--- src/rtl/intr_pkg.sv ---
// -----------------------------------------------------------------------------
// intr_pkg
// Shared definitions for the interrupt controller:
//   - FSM state encoding (IDLE / REQ / SERVE)
//   - memory-mapped register address map
//   - interrupt source index constants
//   - zero-extension helper used by the register read mux
// -----------------------------------------------------------------------------
package intr_pkg;

    localparam int NUM_SRC = 4;

    typedef enum logic [1:0] {
        ST_IDLE  = 2'd0,
        ST_REQ   = 2'd1,
        ST_SERVE = 2'd2
    } state_t;

    localparam logic [1:0] ADDR_PENDING = 2'd0;
    localparam logic [1:0] ADDR_MASK    = 2'd1;
    localparam logic [1:0] ADDR_CAUSE   = 2'd2;
    localparam logic [1:0] ADDR_EOI     = 2'd3;

    localparam int SRC_KEYPAD = 0;
    localparam int SRC_TIMER  = 1;
    localparam int SRC_UART   = 2;
    localparam int SRC_EXT    = 3;

    function automatic logic [31:0] zext4(input logic [3:0] v);
        return {28'd0, v};
    endfunction

endpackage

--- src/rtl/intr_prio_enc.sv ---
// -----------------------------------------------------------------------------
// intr_prio_enc
// 4-bit priority encoder, lowest set index wins.
// Ports:
//   req   [3:0] in   request vector
//   idx   [1:0] out  index of lowest set bit (0 when none set)
//   valid       out  any request bit set
// -----------------------------------------------------------------------------
module intr_prio_enc (
    input  logic [3:0] req,
    output logic [1:0] idx,
    output logic       valid
);

    // Scan from the top down so the lowest set bit is the last one written.
    always_comb begin
        idx = 2'd0;
        for (int i = 3; i >= 0; i--) begin
            if (req[i]) begin
                idx = 2'(i);
            end
        end
    end

    assign valid = |req;

endmodule

--- src/rtl/intr_ctrl.sv ---
// -----------------------------------------------------------------------------
// intr_ctrl
// Four-source edge-triggered interrupt controller with pending/mask/cause
// registers and a non-nesting IDLE -> REQ -> SERVE handshake with the CPU.
// Ports:
//   clk            in   system clock, rising edge
//   srst           in   synchronous active-high reset
//   irq_src [3:0]  in   raw source levels; a 0->1 transition is an event
//   inta           in   CPU acknowledge pulse
//   intr           out  registered interrupt request
//   wr_en          in   register write strobe
//   addr    [1:0]  in   0 PENDING (W1C), 1 MASK, 2 CAUSE (RO), 3 EOI (WO)
//   wr_data [31:0] in   write data, bits [3:0] used
//   rd_data [31:0] out  combinational read of the selected register
// -----------------------------------------------------------------------------
module intr_ctrl
    import intr_pkg::*;
#(
    parameter int NSRC = 4
) (
    input  logic            clk,
    input  logic            srst,
    input  logic [NSRC-1:0] irq_src,
    input  logic            inta,
    output logic            intr,
    input  logic            wr_en,
    input  logic [1:0]      addr,
    input  logic [31:0]     wr_data,
    output logic [31:0]     rd_data
);

    state_t          state_reg,   state_next;
    logic            intr_reg,    intr_next;
    logic [NSRC-1:0] pending_reg, pending_next;
    logic [NSRC-1:0] mask_reg,    mask_next;
    logic [2:0]      cause_reg,   cause_next;   // {valid, index[1:0]}
    logic [NSRC-1:0] src_q_reg;

    logic [NSRC-1:0] evt;
    logic [NSRC-1:0] w1c_clr;
    logic [NSRC-1:0] grant_clr;
    logic [NSRC-1:0] active;
    logic [1:0]      grant_idx;
    logic            any_active;
    logic            eoi_wr;

    logic            unused_wr_bits;
    assign unused_wr_bits = ^wr_data[31:NSRC];

    // Rising-edge detection per source against the previous sample.
    generate
        for (genvar gi = 0; gi < NSRC; gi++) begin : g_edge
            assign evt[gi]     = irq_src[gi] & ~src_q_reg[gi];
            assign w1c_clr[gi] = wr_en && (addr == ADDR_PENDING) && wr_data[gi];
        end
    endgenerate

    assign active = pending_reg & mask_reg;
    assign eoi_wr = wr_en && (addr == ADDR_EOI);

    intr_prio_enc u_prio (
        .req   (active),
        .idx   (grant_idx),
        .valid (any_active)
    );

    always_comb begin
        state_next = state_reg;
        intr_next  = intr_reg;
        cause_next = cause_reg;
        mask_next  = mask_reg;
        grant_clr  = '0;

        if (wr_en && (addr == ADDR_MASK)) begin
            mask_next = wr_data[NSRC-1:0];
        end

        case (state_reg)
            ST_IDLE: begin
                intr_next = 1'b0;
                if (any_active) begin
                    state_next = ST_REQ;
                    intr_next  = 1'b1;
                end
            end
            ST_REQ: begin
                // A grant needs something to grant; if the enabled set has
                // drained, the request is withdrawn instead.
                if (inta && any_active) begin
                    state_next           = ST_SERVE;
                    intr_next            = 1'b0;
                    cause_next           = {1'b1, grant_idx};
                    grant_clr[grant_idx] = 1'b1;
                end else if (!any_active) begin
                    state_next = ST_IDLE;
                    intr_next  = 1'b0;
                end
            end
            ST_SERVE: begin
                intr_next = 1'b0;
                if (eoi_wr) begin
                    state_next    = ST_IDLE;
                    cause_next[2] = 1'b0;
                end
            end
            default: begin
                state_next = ST_IDLE;
                intr_next  = 1'b0;
            end
        endcase

        // Clears are applied first so a same-cycle event always wins.
        pending_next = (pending_reg & ~(w1c_clr | grant_clr)) | evt;
    end

    always_ff @(posedge clk) begin
        if (srst) begin
            state_reg   <= ST_IDLE;
            intr_reg    <= 1'b0;
            pending_reg <= '0;
            mask_reg    <= '0;
            cause_reg   <= '0;
            src_q_reg   <= irq_src;   // levels already high do not count as events
        end else begin
            state_reg   <= state_next;
            intr_reg    <= intr_next;
            pending_reg <= pending_next;
            mask_reg    <= mask_next;
            cause_reg   <= cause_next;
            src_q_reg   <= irq_src;
        end
    end

    assign intr = intr_reg;

    always_comb begin
        rd_data = 32'd0;
        case (addr)
            ADDR_PENDING: rd_data = zext4(pending_reg);
            ADDR_MASK:    rd_data = zext4(mask_reg);
            ADDR_CAUSE:   rd_data = {cause_reg[2], 29'd0, cause_reg[1:0]};
            default:      rd_data = 32'd0;
        endcase
    end

endmodule

--- config.mk ---
export PLATFORM = sky130hd
export DESIGN_NAME = intr_ctrl
export DESIGN_NICKNAME = d
export VERILOG_FILES = /design/src/rtl/intr_pkg.sv /design/src/rtl/intr_prio_enc.sv /design/src/rtl/intr_ctrl.sv
export SDC_FILE = /design/constraint.sdc
export NUM_CORES = 1
export LEC_CHECK = 0
export CORE_MARGIN = 10
export CORE_UTILIZATION = 38
export CTS_BUF_LIST = sky130_fd_sc_hd__clkbuf_8
export CTS_CLUSTER_SIZE = 12
export DETAILED_ROUTE_END_ITERATION = 7
export PLACE_DENSITY = 0.86
export SYNTH_ARGS = -nofsm -noshare
export SYNTH_HDL_FRONTEND = slang
export SYNTH_SLANG_ARGS = --single-unit
--- constraint.sdc ---
create_clock -name clk -period 1.79 [get_ports clk]
set_clock_uncertainty 0.05 [all_clocks]
set_input_delay 0.358 -clock clk [delete_from_list [all_inputs] [get_ports clk]]
set_output_delay 0.358 -clock clk [all_outputs]
set_load 0.01 [all_outputs]
After elaboration in Yosys (flattened, before gate mapping)
Cells that the tools add are included.
Cells by class
  $lt $le $gt $ge: 2
  multiplexer cells: 21
  equality and inequality tests: 9
  reduce and logical (&&, ||, !) cells: 16
  bitwise gates (word level): 13
Operators by type and width (number)
  32-bit case mux with 3 select lines: 1
  2-bit two-way mux: 8
  1-bit logical AND: 9
  4-bit bitwise AND: 2
  4-bit two-way mux: 2
  4-bit bitwise OR: 2
  2-bit == test (second input constant): 3
  2-bit != test (second input constant): 3
  2-bit case mux with 3 select lines: 1
  3-bit AND reduction: 2
  1-bit two-way mux: 5
  1-bit bitwise AND: 4
  2-bit by 1-bit == test with 1-bit output (second input constant): 2
  2-bit zero test: 2
  1-bit inverter: 4
  4-bit inverter: 1
  1-bit case mux with 2 select lines: 2
  4-bit OR reduction: 1
  2-bit by 3-bit less-than comparator with 1-bit output (second input constant): 1
  3-bit two-way mux: 1
  3-bit != test (second input constant): 1
  1-bit demux with 2-bit select: 1
  2-bit by 1-bit greater-or-equal comparator with 1-bit output (second input constant): 1
  2-bit AND reduction: 1
  2-bit nonzero test: 1
Word-level totals
  flip-flop bits (word level): 18
  word-level logic and storage cells: 68

Logic depth before layout (Yosys ltp)
Gate-level depths: netlist of run 1.
  depth after elaboration: 15
  mapped depth: 5
  mapped depth without buffers: 4

Hierarchy
From an unflattened synthesis of run 1, not the netlist that was laid out.
Unflattened totals
  cell total of the unflattened synthesis: 122
  area total of the unflattened synthesis: 1028.5 um2
Modules (own cells, without submodules)
  intr_ctrl: sequential area each 360.3 um2, instances 1, cells an instance 115, area an instance 993.5 um2
  intr_prio_enc: sequential area each 0.0 um2, instances 1, cells an instance 7, area an instance 35.0 um2

Least setup slack after synthesis of run 1
No wires, ideal clock.
  kind: input to output
  from: input addr[0]
  to: output rd_data[0]
  setup slack: 0.507 ns
  stages: 3
  data required time: 1.382 ns
  buffers on the path: 1
  data arrival time: 0.875 ns
  path through: buf_6 mux2i_1 o21ai_0
Between the ends
  cells in the longest elaborated chain, start to end: 2
  elaborated cells between the ends (all ways): 4
  those cells by class: eq/ne (2); mux (1); reduce/logical (1)
Ends and longest elaborated chain
  start: declaration: RTL line intr_ctrl.sv:27  | input logic [1:0] addr,
  2-bit == test, or another cell as far along: RTL line intr_ctrl.sv:138  | case (addr)
  32-bit case mux with 3 select lines (*): RTL line intr_ctrl.sv:138
  end: declaration: RTL line intr_ctrl.sv:29  | output logic [31:0] rd_data
Mark *: on every way between the ends. The rest lies on a longest branch, timed or not.

Final worst setup path of run 1
  from: input addr[1]
  to: output rd_data[0]
The elaborated chain is that of the path after synthesis.

==> results of run 1 <==
## layer usage
metal | share of wire (%) | routed length (um) | vias to the layer above
li1 | - | - | 381
met1 | 41 | 947 | 367
met2 | 47 | 1080 | 36
met3 | 12 | 281 | 2
met4 | 0.39 | 9 | 0
met5 | 0 | 0 | -
## path summary, 6_finish.rpt
check	end	slack [ns]
max	rd_data[0]	0.08
min	intr$_SDFFE_PP0P_	0.43
max reg2reg	pending_reg[2]$_SDFF_PP0_	0.56
min reg2reg	intr$_SDFFE_PP0P_	0.43
## layout make-up
cell class / count / area share (%)
clock buffer: 3 / 3.50
sequential: 18 / 30.6
inverter: 1 / 0.318
timing repair buffer: 24 / 16.8
multi-input combinational: 91 / 45.6
tap: 30 / 3.18
## where the power goes
part / internal (uW) / switching [uW] / total [uW] / leakage (uW)
logic: 57.9 / 73.0 / 131 / 0.000387
clock network: 149 / 116 / 265 / 0.0000216
registers: 417 / 13.8 / 431 / 0.000148
total: 624 / 203 / 827 / 0.000556
## critical path, cell delays in order
cell,delay [ns]
clkdlybuf4s50_1,0.49
nor2b_4,0.17
nand2_1,0.06
o21ai_1,0.07
clkbuf_2,0.15
## repair_timing
item                                    in CTS  in global routing
gates cloned                                 0                  0
resized for setup                           13                 10
endpoints found under the setup margin       5                  4
hold buffers                                 0                  0
## cells in the final DEF (no fill, tap or decap), types with 5 or more instances in the layout
cell type        netlist  routed
mux2i_1                8       8
dfxtp_1               18      18
buf_4                 27       5
clkdlybuf4s50_1        0      13
nor2_1                10      10
conb_1                 1      27
a21oi_1                7       7
nand2_1                8       8
clkbuf_2               0       5
## cell families (layout without fill, tap and decap cells)
group | count (synthesis) | after routing
buffers and inverters | 30 | 28
AOI/OAI and AO/OA | 23 | 23
and+or+nand+nor | 33 | 33
muxes | 8 | 8
DFF | 18 | 18
other | 1 | 27
## metrics by stage
| stage | area, um2 | total power (uW) | instances |
|---|---|---|---|
| 2_1_floorplan | 1110 | 552 | 139 |
| 3_3_place_gp | 1160 | 564 | 164 |
| 3_5_place_dp | 1160 | 569 | 164 |
| 4_1_cts | 1200 | 837 | 167 |
| 5_1_grt | 1180 | 881 | 167 |
| 6_report | 1180 | 827 | 167 |
==> flow_metrics.tcl, run 1 <==
set metrics [dict create \
    finalHoldViolations 0 \
    cts_buffers 3 \
    timing.final.crit_share_pct 95.6 \
    drt_iter0_drc 69 \
    viasPerCell 4.71 \
    drc 0 \
    fp-row-count 18 \
    fin_util_pct 46.7 \
    r2r_start "mask_reg[1]$_SDFFE_PP0P_" \
    path_max_fanout 3 \
    drv_slew 0 \
    synth-seq-cells 18 \
    yosys-top-cells-count "buf_4, dfxtp_1, nor2_1" \
    synthAdderAreaFrac_pct 0 \
    place_hpwl_um 1900 \
    hold_path.class "reg -> reg" \
    met2_usage_pct 15.7 \
    core_area_mm2 0.00252 \
    groute.layer.met1.usage_pct 9.11 \
    portBuffers 19 \
    clk_latency_ns 0.25 \
    synth_area_leader_cell "dfxtp_1" \
    synth_xor_area_share_pct 0 \
    hold_start "intr$_SDFFE_PP0P_" \
    drive_gt1_share_pct 14.6 \
    io_pins 75 \
    ir_worst_vdd_v 0.000504 \
    antenna_found_initial 0 \
    gr-max-usage-layer "met2" \
    synth_edf_count 0 \
    grt_usage_pct 9.54 \
    first_pass_iters 5 \
    ys_types 29 \
    hold_depth 2 \
    crit_required_ns 1.38 \
    synth.avg_cell_area_um2 8.98 \
    rr_worst_depth 4 \
    path_clk_slew_ns 0.06 \
    syn_to_final_growth_pct 16.2 \
    antennaDiodeCount 0 \
    use_met3_pct 5.65 \
    nets 181 \
    synth-simple-area-share_pct 18.6 \
    wire_per_inst_um 13.9 \
    yosys_warnings 0 \
    path_class "in -> out" \
    cp.arrival_ns 1.30 \
    timing.fmax_ghz 0.584 \
    postCtsSetupRepairBufs 0 \
    grt_start_max_net_pins 13 \
    setup_ws_ns 0.0786 \
    final.setup.tns_ns 0 \
    drtAntennaViolNets 0 \
    wirelength_um 2320 \
    syn_inst 113 \
    end_kind "output port" \
    ys_top_cells_by_area "dfxtp_1, buf_4, mux2i_1" \
    fin_crit_ns 1.71 \
    ys.flop_type "dfxtp_1" \
    crit_start "addr[1]" \
    synth-compound-area-share_pct 15.8 \
    chipWidth_um 71.7 \
    outcome "complete, no violations" \
    syn_area_mm2 0.00101 \
    grt_pass1_vias 908 \
    multi_input_area_um2 538 \
    regArea_um2 360 \
    vias 786 \
    dieHeight_um 71.7 \
    synth_top_family_by_area "buffers and inverters" \
    powerDensity_mw_per_mm2 701 \
    yosysMostFrequentCell "buf_4" \
    synth_top_area_share_pct 35.5 \
    grt_pass1_wl_um 4020 \
    start_util_pct 40.2 \
    ys_seq_area_share_pct 35.5 \
    cts_buffer_depth 2 \
    start_kind "primary input" \
    p_leak_uw 0.000556 \
    fillers 249 \
    rsz0062_at_grt "no" \
    synth.area.mux_share_pct 7.89 \
    fin_hold_ws_ns 0.432 \
    cts_root_buf "clkbuf_8" \
    maxCapViolCount 0 \
    htreeDepth 1 \
    dieArea_mm2 0.00514 \
    cts_tree "yes" \
    clock-sinks 18 \
    setup_viol 0 \
    synthArstFlopShare_pct 0 \
    dp_worst_setup_slack_ns -0.536 \
    grt_overflow_total 0 \
    gp_congestion 0.876 \
]
(Power assumes the default switching activity.)
==> inputs of run 2 (changes only) <==
- CORE_MARGIN: 10 -> 2
==> flow_metrics.tcl, run 2 (synthesis gave the netlist of run 1 again) <==
set metrics [dict create \
    outcome "complete, no violations" \
    wire_per_inst_um 11.5 \
    mostFrequentLayoutCells "conb_1, dfxtp_1, clkdlybuf4s50_1" \
    grt_usage_pct 11.5 \
    grt_pass1_wl_um 2900 \
    viasPerCell 4.60 \
    cp.arrival_ns 1.34 \
    wirelength_um 1910 \
    dieHeight_um 55.7 \
    grt_start_max_net_pins 13 \
    dpl.cell_count 163 \
    drt_iter0_drc 19 \
    grt_overflow_total 0 \
    place_hpwl_um 1500 \
    powerDensity_mw_per_mm2 704 \
    regArea_um2 360 \
    ir_worst_vdd_v 0.000550 \
    hold_path.class "reg -> reg" \
    cts_root_buf "clkbuf_8" \
    gp_congestion 0.842 \
    cts_tree "yes" \
    start_kind "primary input" \
    path_class "in -> out" \
    setup_viol 0 \
    syn_to_final_growth_pct 16.3 \
    finalHoldViolations 0 \
    postLayoutCellArea_mm2 0.00118 \
    io_pins 75 \
    drv_slew 0 \
    final.setup.tns_ns 0 \
    end_kind "output port" \
    nets 180 \
    fillers 255 \
    htreeDepth 1 \
    core_area_mm2 0.00250 \
    path_clk_slew_ns 0.06 \
    postCtsSetupRepairBufs 0 \
    drc 0 \
    first_pass_iters 4 \
    dpl_cell_area_mm2 0.00115 \
    drtAntennaViolNets 0 \
    timing.fmax_ghz 0.571 \
    antenna_found_initial 0 \
    maxCapViolCount 0 \
    cts_buffers 3 \
    dieArea_mm2 0.00310 \
    clk_latency_ns 0.25 \
    antennaDiodeCount 0 \
    cts_buffer_depth 2 \
    fp-row-count 18 \
    p_leak_uw 0.000555 \
    path_max_fanout 7 \
    portBuffers 19 \
    power_uw 831 \
    final_common_cell "conb_1" \
    cts_hold_buf 0 \
    crit_required_ns 1.38 \
    grt_pass1_vias 681 \
    timing.final.crit_share_pct 97.9 \
    fin_cells 166 \
    vias 764 \
    drive_gt1_share_pct 12.5 \
    fin_util_pct 47.2 \
    chipWidth_um 55.7 \
    multi_input_area_um2 538 \
    fin_crit_ns 1.75 \
    start_util_pct 40.6 \
    clock-sinks 18 \
]
## run 2: power by group
group / internal, uW / switching (uW)
sequential: 417 / 14.9
combinational: 58.2 / 69.9
clock: 149 / 122
## run 2: metrics by stage
stage | worst slack [ns] | hold slack (ns)
final | 0.0372 | 0.427
after global routing | -0.00495 | 0.452
after CTS | 0.00235 | 0.429
after detailed placement | -0.557 | 0.419
after global placement | -0.487 | 0.403
after floorplan | 0.507 | 0.336
## run 2: final timing paths
check / startpoint / endpoint / slack, ns / cells after the start
hold reg to reg: intr$_SDFFE_PP0P_ / intr$_SDFFE_PP0P_ / 0.43 / 2
setup / recovery: addr[1] / rd_data[2] / 0.04 / 4
hold / removal: intr$_SDFFE_PP0P_ / intr$_SDFFE_PP0P_ / 0.43 / 2
setup reg to reg: state_reg[0]$_SDFFE_PP0P_ / pending_reg[0]$_SDFF_PP0_ / 0.54 / 3
## run 2: final cells by class
type,count,area share [%]
clock buffer,3,3.50
timing repair buffer,23,16.9
sequential,18,30.5
tap,30,3.18
multi-input combinational,91,45.6
inverter,1,0.318
## run 2: worst max-delay path, cell delays in order
cell and delay [ns]:
clkdlybuf4s50_1 0.48, buf_4 0.17, nor2_1 0.05, dlygate4sd2_1 0.28
## run 2: repair_timing
| item | 4_1_cts | 5_1_grt |
|---|---|---|
| setup endpoints to repair | 5 | 4 |
| endpoints found under the hold margin | 0 | 0 |
| gates resized for setup | 13 | 6 |
## run 2: metal layers
layer  wire length, um  up-vias  track usage, %
met5                 0        -               0
met2               923       38            18.2
met4                10        0            2.79
met3               138        3            4.42
met1               834      343            14.8
li1                  -      380               -
==> inputs of run 3 (changes only) <==
- CTS_CLUSTER_DIAMETER: unset -> 150
- GPL_ROUTABILITY_DRIVEN: unset -> 0
- REMOVE_ABC_BUFFERS: unset -> 1
==> flow_metrics.tcl, run 3 (synthesis gave the netlist of run 1 again) <==
set metrics [dict create \
    crit_buf_inv 2 \
    critPathSlowestCell "clkdlybuf4s50_1" \
    grt_pass1_wl_um 2990 \
    ir_worst_vdd_v 0.000372 \
    timing.final.crit_share_pct 98.0 \
    place_hpwl_um 1410 \
    fin_crit_ns 1.75 \
    cts_hold_buf 0 \
    crit_required_ns 1.38 \
    wirelength_um 1800 \
    cts_buffers 3 \
    start_util_pct 40.6 \
    finalHoldViolations 0 \
    grt_usage_pct 11.9 \
    antennaDiodeCount 0 \
    drive_gt1_share_pct 13.1 \
    end_kind "output port" \
    clk_latency_ns 0.25 \
    cts_buffer_depth 2 \
    grt_start_max_net_pins 13 \
    setup_viol 0 \
    clock-sinks 18 \
    cp_cell_sequence "clkdlybuf4s50_1, nor2b_4, and2_1, clkdlybuf4s15_1" \
    grt_pass1_vias 664 \
    cts_tree "yes" \
    first_pass_iters 4 \
    dpl_cell_area_mm2 0.00115 \
    fin_hold_ws_ns 0.416 \
    cp.arrival_ns 1.35 \
    grt_overflow_total 0 \
    r2r_slack_ns 0.52 \
    vias 785 \
    postCtsSetupRepairBufs 0 \
    portBuffers 19 \
    powerDensity_mw_per_mm2 739 \
    start_kind "primary input" \
    drt_iter0_drc 21 \
    viasPerCell 4.70 \
    drtAntennaViolNets 0 \
    antenna_found_initial 0 \
    dp_worst_setup_slack_ns -0.506 \
    nets 180 \
    mostFrequentLayoutCells "conb_1, dfxtp_1, clkdlybuf4s50_1" \
    setup_ws_ns 0.0365 \
    hold_path.class "reg -> reg" \
    chipWidth_um 55.7 \
    io_pins 75 \
    outcome "complete, no violations" \
    path_class "in -> out" \
    cts_root_buf "clkbuf_8" \
    final.setup.tns_ns 0 \
    htreeDepth 1 \
    max_stage_delay_ns 0.48 \
    path_clk_slew_ns 0.07 \
    syn_to_final_growth_pct 17.8 \
    drv_slew 0 \
    core_area_mm2 0.00250 \
    rsz0062_at_grt "no" \
    dieArea_mm2 0.00310 \
    postLayoutCellArea_mm2 0.00119 \
    fillers 247 \
    wire_per_inst_um 10.8 \
    final_common_cell "conb_1" \
    path_max_fanout 3 \
    fp-row-count 18 \
    p_leak_uw 0.000559 \
    drc 0 \
    timing.fmax_ghz 0.570 \
    critPathTopFamily "buffers and inverters" \
    dieHeight_um 55.7 \
    maxCapViolCount 0 \
    power_uw 883 \
]
[run 3: where the power goes]
part           leakage (uW)  total (uW)  internal [uW]  switching, uW
Clock             0.0000288         326            195            131
Combinational      0.000383         127           58.1           69.0
Sequential         0.000148         430            417           13.4
Total              0.000559         883            670            213
[run 3: area by class of cell]
type,instances,area [um2],area share [%]
inverter,1,3.75,0.314
tap,30,37.5,3.14
clock buffer,4,55.1,4.61
sequential,18,360,30.2
multi-input combinational,91,538,45.0
timing repair buffer,23,200,16.8
[run 3: final timing paths]
path / start / endpoint / cells after the start
hold / removal: cause_reg[0]$_SDFFE_PP0N_ / cause_reg[0]$_SDFFE_PP0N_ / 2
setup / recovery: addr[1] / rd_data[31] / 4
hold reg to reg: cause_reg[0]$_SDFFE_PP0N_ / cause_reg[0]$_SDFFE_PP0N_ / 2
setup reg to reg: pending_reg[1]$_SDFF_PP0_ / pending_reg[2]$_SDFF_PP0_ / 4
[run 3: per-stage QoR]
step / utilization (%) / cells
final: 47.8 / 167
after global routing: 47.8 / 167
after CTS: 48.3 / 167
after detailed placement: 46.1 / 163
after global placement: 46.1 / 163
after floorplan: - / 110
[run 3: what timing repair did]
item / CTS / global route
pin swaps: 0 / 0
hold endpoints to repair: 0 / 0
setup endpoints to repair: 5 / 3
resized for setup: 14 / 6
[run 3: worst reg2reg max path, cell delays in order (launching register included)]
cell and delay, ns:
dfxtp_1 0.34, a22o_4 0.29, nor3_2 0.18, a221oi_1 0.14, a21o_1 0.17
[run 3: per-layer routing]
metal | wire length [um] | up-vias | GRT usage [%]
met3 | 184 | 0 | 2.33
li1 | - | 384 | -
met2 | 889 | 46 | 20.9
met4 | 0 | 0 | 4.18
met1 | 723 | 355 | 14.3
met5 | 0 | - | 0
